$ cat config.mk
export PLATFORM = sky130hd
export DESIGN_NAME = clk_divider_flat
export DESIGN_NICKNAME = d
export VERILOG_FILES = /design/src/rtl/clk_divider_pkg.sv /design/src/rtl/clk_divider_if.sv /design/src/rtl/clk_divider.sv /design/src/flat_wrapper.sv
export SDC_FILE = /design/constraint.sdc
export NUM_CORES = 1
export LEC_CHECK = 0
export BUFFER_PORTS_ARGS = -buffer_cell sky130_fd_sc_hd__buf_2
export CAP_MARGIN = 20
export CELL_PAD_IN_SITES_DETAIL_PLACEMENT = 1
export CELL_PAD_IN_SITES_GLOBAL_PLACEMENT = 1
export CORE_UTILIZATION = 50
export CTS_BUF_LIST = sky130_fd_sc_hd__clkbuf_8
export DETAILED_ROUTE_END_ITERATION = 8
export HOLD_SLACK_MARGIN = 0.05
export PLACE_DENSITY = 0.91
export SETUP_SLACK_MARGIN = 0.3
export SYNTH_ARGS = -nofsm -noshare
export SYNTH_HDL_FRONTEND = slang
export SYNTH_SLANG_ARGS = --single-unit
$ cat constraint.sdc
create_clock -name clk_in -period 4.7 [get_ports clk_in]
set_clock_uncertainty 0.15 [all_clocks]
set_input_delay 0.705 -clock clk_in [delete_from_list [all_inputs] [get_ports clk_in]]
set_output_delay 0.705 -clock clk_in [all_outputs]
set_load 0.01 [all_outputs]
$ cat src/rtl/clk_divider_pkg.sv
// -----------------------------------------------------------------------------
// clk_divider_pkg
//   Elaboration-time helpers for the integer clock divider.
//   round_div     : nearest-integer ratio FREQ_IN/FREQ_OUT (0 when FREQ_OUT is 0,
//                   so the caller can report the bad setting instead of dividing
//                   by zero during elaboration).
//   counter_width : max(1, $clog2(div)), the width of the period counter.
// -----------------------------------------------------------------------------
package clk_divider_pkg;

  function automatic int unsigned round_div(input int unsigned freq_in,
                                            input int unsigned freq_out);
    if (freq_out == 0) return 0;
    return (freq_in + freq_out / 2) / freq_out;
  endfunction

  function automatic int unsigned counter_width(input int unsigned div);
    int w;
    w = $clog2(div);
    return (w < 1) ? 1 : int'(w);
  endfunction

endpackage

$ cat src/rtl/clk_divider_if.sv
// -----------------------------------------------------------------------------
// clk_divider_if
//   Output bundle of the clock divider.
//   clk_out : divided square-wave clock (registered, glitch-free)
//   tick    : one clk_in-cycle strobe, high in the cycle clk_out first reads 1
//   master  : driven by the divider
//   slave   : consumers in the clk_in domain (prefer tick as a clock enable)
// -----------------------------------------------------------------------------
interface clk_divider_if;
  logic clk_out;
  logic tick;

  modport master (output clk_out, output tick);
  modport slave  (input  clk_out, input  tick);
endinterface

$ cat src/rtl/clk_divider.sv
// -----------------------------------------------------------------------------
// clk_divider
//   Derives a square wave of period DIV clk_in cycles, DIV = round(FREQ_IN /
//   FREQ_OUT). The output is low for LOW = floor(DIV/2) cycles and high for the
//   remaining DIV-LOW cycles (one extra high cycle for odd DIV). A tick strobe
//   marks the first high cycle of every period.
//
//   Parameters
//     FREQ_IN  : input clock frequency in Hz
//     FREQ_OUT : requested output frequency in Hz
//   Ports
//     clk_in   : system clock, rising edge
//     rst      : asynchronous, active-high reset
//     div_if   : master side of clk_divider_if (clk_out, tick)
//
//   If clk_out is used as a real clock it must be constrained as a generated
//   clock; otherwise consume tick as an enable in the clk_in domain.
// -----------------------------------------------------------------------------
module clk_divider
  import clk_divider_pkg::*;
#(
  parameter int unsigned FREQ_IN  = 12000000,
  parameter int unsigned FREQ_OUT = 9600
) (
  input  logic          clk_in,
  input  logic          rst,
  clk_divider_if.master div_if
);

  localparam int unsigned DIV = round_div(FREQ_IN, FREQ_OUT);
  localparam int unsigned LOW = DIV / 2;
  localparam int unsigned CW  = counter_width(DIV);

  localparam logic [CW-1:0] LAST_C = CW'(DIV - 1);
  localparam logic [CW-1:0] LOW_C  = CW'(LOW);

  if (FREQ_OUT == 0) begin : g_bad_freq_out
    $fatal(1, "clk_divider: FREQ_OUT must be non-zero");
  end
  if (FREQ_OUT != 0 && DIV < 2) begin : g_bad_div
    $fatal(1, "clk_divider: division ratio below 2 is not supported");
  end

  logic [CW-1:0] cnt_q,     cnt_d;
  logic          clk_out_q, clk_out_d;
  logic          tick_q,    tick_d;

  // Outputs are decoded from the *next* count and registered, so clk_out is a
  // clean flop output that already reflects the count it belongs to.
  always_comb begin
    // NOTE: every always_comb output gets a default first so no path can leave
    // it unassigned and infer a latch.
    cnt_d     = '0;
    clk_out_d = 1'b0;
    tick_d    = 1'b0;

    if (cnt_q != LAST_C) cnt_d = cnt_q + CW'(1);
    clk_out_d = (cnt_d >= LOW_C);
    tick_d    = (cnt_d == LOW_C);
  end

  always_ff @(posedge clk_in or posedge rst) begin
    if (rst) begin
      cnt_q     <= '0;
      clk_out_q <= 1'b0;
      tick_q    <= 1'b0;
    end else begin
      // NOTE: state flops use non-blocking assignment so all registers sample
      // the same pre-edge values regardless of statement order.
      cnt_q     <= cnt_d;
      clk_out_q <= clk_out_d;
      tick_q    <= tick_d;
    end
  end

  assign div_if.clk_out = clk_out_q;
  assign div_if.tick    = tick_q;

endmodule

$ cat src/flat_wrapper.sv
// flat-port wrapper written by rule: the top's interface ports become plain ports
module clk_divider_flat import clk_divider_pkg::*;
#(
  parameter int unsigned FREQ_IN  = 12000000,
  parameter int unsigned FREQ_OUT = 9600
)
  (clk_in, rst, div_if_clk_out, div_if_tick);
  clk_divider_if div_if_i ();
  input  logic clk_in;
  input  logic rst;
  output wire logic [$bits(div_if_i.clk_out)-1:0] div_if_clk_out;
  output wire logic [$bits(div_if_i.tick)-1:0] div_if_tick;
  assign div_if_clk_out = div_if_i.clk_out;
  assign div_if_tick = div_if_i.tick;
  clk_divider #(.FREQ_IN(FREQ_IN), .FREQ_OUT(FREQ_OUT)) u_core (.clk_in(clk_in), .rst(rst), .div_if(div_if_i));
endmodule
== Word level (Yosys, flattened, before mapping) ==
Index checks and enable logic that the tools add are counted.
Operators by class
  add/subtract/negate cells: 1
  $lt $le $gt $ge: 1
  equality and inequality tests: 2
  multiplexer cells: 1
Operators with widths (number)
  $add 11x1->11 const B: 1
  $eq 11x10->1 const B: 1
  $ge 11x10->1 const B: 1
  $mux 11: 1
  $ne 11x11->1 const B: 1
Word-level totals
  bits in registers: 13
  bits of input ports: 2
  output and inout bits: 2
  logic and storage cells: 8

== Logic depth before layout (Yosys ltp) ==
Gate-level depths: netlist (run 1).
  depth after elaboration: 3
  depth in mapped cells: 7
  mapped depth without buffers: 7

== Least setup slack after synthesis (run 1) ==
OpenSTA, ideal clock, no wires.
  kind: flip-flop to flip-flop
  from: register u_core.cnt_q[0]
  to: register u_core.tick_q, in the netlist u_core.div_if.tick
  setup time: 0.096 ns
  arrival: 1.616 ns
  data required time: 4.454 ns
  setup slack: 2.838 ns
  cell stages (with the launch flop): 7
  path buffers: 1
  period minus slack after synthesis: 1.862 ns
  cell sequence: dfrtp_1 ha_1 buf_2 xnor2_1 nand3b_1 or3_1 nor4_2
On the way
  word-level cells in the longest chain between the ends: 3
  elaborated cells on any way between the ends: 4
  those cells by class: 1 x add/sub; 2 x eq/ne; 1 x mux
RTL lines
  start: declaration: RTL line clk_divider.sv:44  | logic [CW-1:0] cnt_q, cnt_d;
  start signal: assignment: RTL line clk_divider.sv:70  | cnt_q <= cnt_d;
  $add 11x1->11 / $ne 11x11->1 (equally long branches): RTL line clk_divider.sv:57  | if (cnt_q != LAST_C) cnt_d = cnt_q + CW'(1);
  $mux 11 (*): RTL line clk_divider.sv:57
  $eq 11x10->1 (*): RTL line clk_divider.sv:59  | tick_d = (cnt_d == LOW_C);
  net u_core.tick_d: RTL line clk_divider.sv:46  | logic tick_q, tick_d;
  end signal: assignment: RTL line clk_divider.sv:72  | tick_q <= tick_d;
  end: declaration: RTL line clk_divider.sv:46
Mark *: on every way through the listed nets, which the timed path passes. The rest lies on a longest branch.

== Worst setup path in the final report (run 1) ==
Same ends and word-level chain as after synthesis.

==> flow_summary.yaml, run 1 <==
synth:
  synth_area_leaders: "dfrtp_1 43%, xnor2_1 6.9%, ha_1 3.3%, nand3_1 3.3%, buf_6 3.0%"
  yosys_warnings: 0
  synth.most_common_cell: "dfrtp_1"
  synth_largest_area_cell: "dfrtp_1"
  synth_ff_type: "dfrtp_1"
  synth_edf_count: 0
  syn_avg_cell_area_sq_um: 10.8
  synth_nets: 74
  synth_top_area_share_pct: 43.0
  synth_area_sq_um: 757
  synth_commonest_cells: "13 x dfrtp_1, 6 x nor2_1, 6 x xnor2_1"
  async_flop_share_pct: 100
  ys_seq_area_share_pct: 43.0
  yosys_register_bits: 13
  synth_cells: 70
  ys_types: 30
detailed_routing:
  routedWlPerCell_um: 18.8
  vias_per_cell: 5.91
  dr.pass1.iters: 4
  drt-total-wl_um: 1680
  final_antenna_net_count: 0
  drcViolationCount: 0
  num_vias: 526
  drtIter0Drc: 7
worst_setup_path:
  worst-path-stages: 5
  critical_path_required_ns: 4.68
  worstSetupStartpointType: "flop"
  path_buf_inv: 0
  crit_arrival_ns: 2.14
  max_stage_delay_ns: 0.52
  critical_path_class: "reg2reg"
  reg2reg_depth: 5
  critPathMaxFanout: 9
  path_cells: "ha_1 > xnor2_1 > nand3b_1 > or3_1 > nor4_2"
  cp_top_family: "simple AND/OR/NAND/NOR gates"
  endpoint_kind: "flop"
  slowest_stage: "dfrtp_1"
die:
  core.rowCount: 13
  die_y_um: 40.9
  core-area_sq_um: 1350
  die_w_um: 40.9
  pin_count: 4
  start_util_pct: 56.1
  dieArea_sq_um: 1670
cts:
  cts.htree.levels: 1
  insertion_delay_ns: 0.24
  cts_setup_buffers: 0
  cts_hold_buffers: 0
  ctsResizeCount: 0
  cts.sinks: 13
  tritoncts: "built"
  cts_root_buf: "clkbuf_8"
  clk_path_buf_depth: 2
  cts_inserted_buffers: 3
  clkTransAtPathRegs_ns: 0.05
power_and_ir_drop:
  clkPwrFrac_pct: 46.3
  sw_frac_of_total_pct: 19.8
  finalPower_uw: 213
  power_leakage_nw: 0.363
  ir_worst_vdd_mv: 0.222
  combPwrFrac_pct: 1.2
  p_int_uw: 171
  seq_power_share_pct: 52.6
  powerDensity_nw_per_um2: 263
  p_sw_uw: 42.2
layout:
  area_delta_synth_final_pct: 6.94
  seq_area_sq_um: 325
  fillerInstances: 156
  finalNetCount: 79
  multi_input_area_sq_um: 393
  drive_above_1_share_pct: 25.7
  n_antenna_cell: 0
sta:
  fmax_ghz: 0.464
  finalSetupTns_ns: 0
  finalMaxSlewViolations: 0
  worst_pin_slew_ns: 0.498
  relSlewSlack_pct: 66.7
  hold_viol: 0
  fin_crit_ns: 2.16
  rsz0062_at_grt: "no"
  fin_crit_sh_pct: 45.9
  setup_violations: 0
flow_run:
  cap_violations: 0
status:
  outcome: "finished, final reports clean"
placement:
  gp_congestion: 0.784
  io_buffers: 3
global_route:
  antenna_found_initial: 0
  first_global_vias: 517
  grt_max_degree: 14
  grt_overflow: 0
  grt_usage_pct: 26.4
  grt_pass1_wl_um: 2590
hold_path:
  min_path_type: "in2async"
[flip-flops by register name (all words and copies together) (netlist names)]
name and flops:
u_core.cnt_q 11, u_core.div_if.tick 1, u_core.div_if.clk_out 1
[placed cells by master, fill, tap and decap left out, drive strengths merged, types with 2 or more instances in the layout]
cell type / count
nand4: 5
xor2: 2
nor3: 2
and3: 3
xnor2: 7
nand3b: 2
a31o: 2
buf: 3
ha: 2
inv: 3
nand3: 5
clkbuf: 3
nor2: 7
dfrtp: 13
nand2: 3
[cell type report]
| class | instances | share of cell area [%] |
|---|---|---|
| multi-input combinational | 51 | 48.5 |
| sequential | 13 | 40.2 |
| clock buffer | 3 | 5.10 |
| tap | 15 | 2.32 |
| timing repair buffer | 3 | 1.85 |
| inverter | 3 | 1.39 |
| clock inverter | 1 | 0.618 |
[power groups by stage]
stage / logic (mW) / registers (mW) / clock network (mW)
6_report: 0.00253 / 0.112 / 0.0986
5_1_grt: 0.00318 / 0.112 / 0.108
4_1_cts: 0.00277 / 0.112 / 0.103
3_5_place_dp: 0.00278 / 0.114 / 0
3_3_place_gp: 0.00262 / 0.114 / 0
2_1_floorplan: 0.00170 / 0.114 / 0
[final timing paths]
kind / startpoint / to / slack, ns
setup / recovery: u_core.cnt_q[0] / u_core.div_if.tick / 2.54
hold / removal: rst / u_core.cnt_q[4] / 0.33
setup reg to reg: u_core.cnt_q[0] / u_core.div_if.tick / 2.54
hold reg to reg: u_core.cnt_q[10] / u_core.cnt_q[10] / 0.37
max in group asynchronous: rst / u_core.cnt_q[9] / 3.74
min in group clk_in: u_core.cnt_q[10] / u_core.cnt_q[10] / 0.37
[worst register-to-register path, stage by stage (launching register included)]
cell and delay, ns:
dfrtp_1 0.52, ha_1 0.42, xnor2_1 0.21, nand3b_1 0.10
or3_1 0.34, nor4_2 0.31
[routing by layer]
layer  vias up  part of all wire (%)  GRT usage [%]  wire length, um
li1        254                     -              -                -
met5         -                     0              0                0
met1       262                    44           29.9              743
met2         6                    52           45.7              875
met3         4                   1.8           6.52               30
met4         0                   1.5           12.5               25
[stage by stage]
stage / worst slack (ns) / std cells / hold slack [ns] / utilization, % / cell area [sq um]
floorplan: 2.84 / 70 / 0.335 / - / 757
global placement: 2.65 / 85 / 0.359 / 56.5 / 763
detailed placement: 2.56 / 85 / 0.370 / 56.5 / 763
CTS: 2.53 / 89 / 0.346 / 60.0 / 810
global route: 2.42 / 89 / 0.381 / 60.0 / 810
finish: 2.54 / 89 / 0.328 / 60.0 / 810
[cell families (layout without fill, tap and decap cells)]
| group | after synthesis | in the layout | synth area share (%) |
|---|---|---|---|
| AND/OR/NAND/NOR | 33 | 33 | 28.6 |
| flip-flops | 13 | 13 | 43.0 |
| XOR/XNOR | 9 | 9 | 11.4 |
| buffers and inverters | 6 | 10 | 5.12 |
| AO/OA/AOI/OAI | 5 | 5 | 5.79 |
| adder cells (fa/ha/maj) | 2 | 2 | 3.31 |
| multiplexers | 2 | 2 | 2.81 |
Power figures use the tool's default switching activity.
==> inputs of run 2 (changes only) <==
--- a/config.mk
+++ b/config.mk
@@ -9,11 +9,11 @@
 export CAP_MARGIN = 20
 export CELL_PAD_IN_SITES_DETAIL_PLACEMENT = 1
 export CELL_PAD_IN_SITES_GLOBAL_PLACEMENT = 1
-export CORE_UTILIZATION = 50
+export CORE_UTILIZATION = 49
 export CTS_BUF_LIST = sky130_fd_sc_hd__clkbuf_8
 export DETAILED_ROUTE_END_ITERATION = 8
 export HOLD_SLACK_MARGIN = 0.05
-export PLACE_DENSITY = 0.91
+export PLACE_DENSITY = 0.9
 export SETUP_SLACK_MARGIN = 0.3
 export SYNTH_ARGS = -nofsm -noshare
 export SYNTH_HDL_FRONTEND = slang
==> constraint.sdc (replaced) <==
create_clock -name clk_in -period 2.1 [get_ports clk_in]
set_clock_uncertainty 0.15 [all_clocks]
set_input_delay 0.315 -clock clk_in [delete_from_list [all_inputs] [get_ports clk_in]]
set_output_delay 0.315 -clock clk_in [all_outputs]
set_load 0.01 [all_outputs]
==> flow_summary.yaml, run 2 (synthesized netlist as in run 1, its figures left out) <==
status:
  outcome: "finished, final reports clean"
layout:
  final_common_cell: "dfrtp_1"
  top_register: "u_core.cnt_q"
  drive_above_1_share_pct: 39.2
  seq_area_sq_um: 329
  area_delta_synth_final_pct: 19.5
  multi_input_area_sq_um: 445
  fillerInstances: 150
  final_cell_count_no_fill: 94
  n_antenna_cell: 0
  final_cell_mix: "10 x dfrtp_1, 6 x nor2_1, 5 x nand3_1, 5 x xnor2_1, 4 x buf_4"
  finalNetCount: 84
  largest_reg_flops: 11
  fin_area_sq_um: 905
sta:
  worst_pin_slew_ns: 0.506
  hold_viol: 0
  fmax_ghz: 0.545
  fin_hold_ws_ns: 0.391
  finalMaxSlewViolations: 0
  finalSetupTns_ns: 0
  rsz0062_at_grt: "yes"
  fin_crit_sh_pct: 87.4
  relSlewSlack_pct: 66.2
  fin_crit_ns: 1.84
  setup_violations: 0
die:
  core-area_sq_um: 1370
  start_util_pct: 55.4
  core.rowCount: 13
  pin_count: 4
  die_w_um: 41.3
  dieArea_sq_um: 1710
  die_y_um: 41.3
global_route:
  antenna_found_initial: 0
  grt_max_degree: 14
  first_global_vias: 566
  grt_overflow: 0
  grt_pass1_wl_um: 2640
  grt_usage_pct: 26.6
detailed_routing:
  final_antenna_net_count: 0
  dr.pass1.iters: 3
  num_vias: 562
  vias_per_cell: 5.98
  drtIter0Drc: 5
  drt-total-wl_um: 1870
  drcViolationCount: 0
  routedWlPerCell_um: 19.9
worst_setup_path:
  worstSetupStartpointType: "flop"
  crit_arrival_ns: 1.84
  critical_path_required_ns: 2.11
  endpoint_kind: "flop"
  critPathMaxFanout: 8
  critical_path_class: "reg2reg"
power_and_ir_drop:
  powerDensity_nw_per_um2: 529
  power_leakage_nw: 0.392
  ir_worst_vdd_mv: 0.565
cts:
  insertion_delay_ns: 0.25
  clk_path_buf_depth: 2
  cts_root_buf: "clkbuf_8"
  clkTransAtPathRegs_ns: 0.06
  cts.htree.levels: 1
  cts.sinks: 13
  cts_inserted_buffers: 3
  tritoncts: "built"
hold_path:
  min_path_type: "reg2reg"
placement:
  dp.cells: 86
  detailed_place.area_sq_um: 773
  io_buffers: 3
  gp_congestion: 0.800
  dp_hpwl_um: 1130
flow_run:
  cap_violations: 0
## run 2: cell types whose count changed in the layout (fill, tap and decap cells not counted), sizes merged
| cell | before | now |
|---|---|---|
| clkinv | 1 | 0 |
| inv | 3 | 4 |
| buf | 3 | 7 |
| dlygate4sd3 | 0 | 1 |
## run 2: per-stage QoR
step | util (%) | power (mW) | worst slack (ns)
floorplan | - | 0.259 | 0.267
global placement | 56.6 | 0.261 | 0.128
detailed placement | 56.6 | 0.261 | 0.107
CTS | 64.6 | 0.481 | 0.274
global route | 66.2 | 0.488 | 0.177
finish | 66.2 | 0.479 | 0.265
## run 2: worst max-delay path, cell delays in order, from the launching register on
cell,delay (ns)
dfrtp_1,0.51
and4_4,0.32
nand4_1,0.20
xnor2_2,0.23
nand2_1,0.09
nor4_2,0.24
## run 2: power by group
group | internal (mW) | total, mW | switching, mW
registers | 0.251 | 0.251 | 0
logic | 0.00197 | 0.00717 | 0.00520
clock network | 0.129 | 0.221 | 0.0919
## run 2: timing repair
item,CTS,global route
resized for setup,6,4
endpoints found under the setup margin,9,7
hold endpoints to repair,13,0
pin swaps,4,0
hold buffers,1,0
gates cloned,0,0
buffers inserted,3,0
## run 2: cell type report
cell class	count	area share (%)
multi-input combinational	51	49.2
timing repair buffer	8	6.09
clock buffer	3	4.56
tap	15	2.07
sequential	13	36.4
clock inverter	1	0.415
inverter	3	1.24
## run 2: per-layer routing
layer  wire length, um  global-route usage (%)
met5                 0                       0
met2               856                    41.4
met3                23                    4.79
met4                95                    23.4
met1               898                    31.1
## run 2: worst paths after layout
path	to	slack (ns)	depth (start not counted)	start
max	u_core.div_if.tick	0.26	5	u_core.cnt_q[3]
min reg2reg	u_core.cnt_q[10]	0.39	1	u_core.cnt_q[10]
min in group asynchronous	u_core.cnt_q[4]	0.49	3	rst
min	u_core.cnt_q[10]	0.39	1	u_core.cnt_q[10]
max in group asynchronous	u_core.cnt_q[1]	0.94	3	rst
max reg2reg	u_core.div_if.tick	0.26	5	u_core.cnt_q[3]
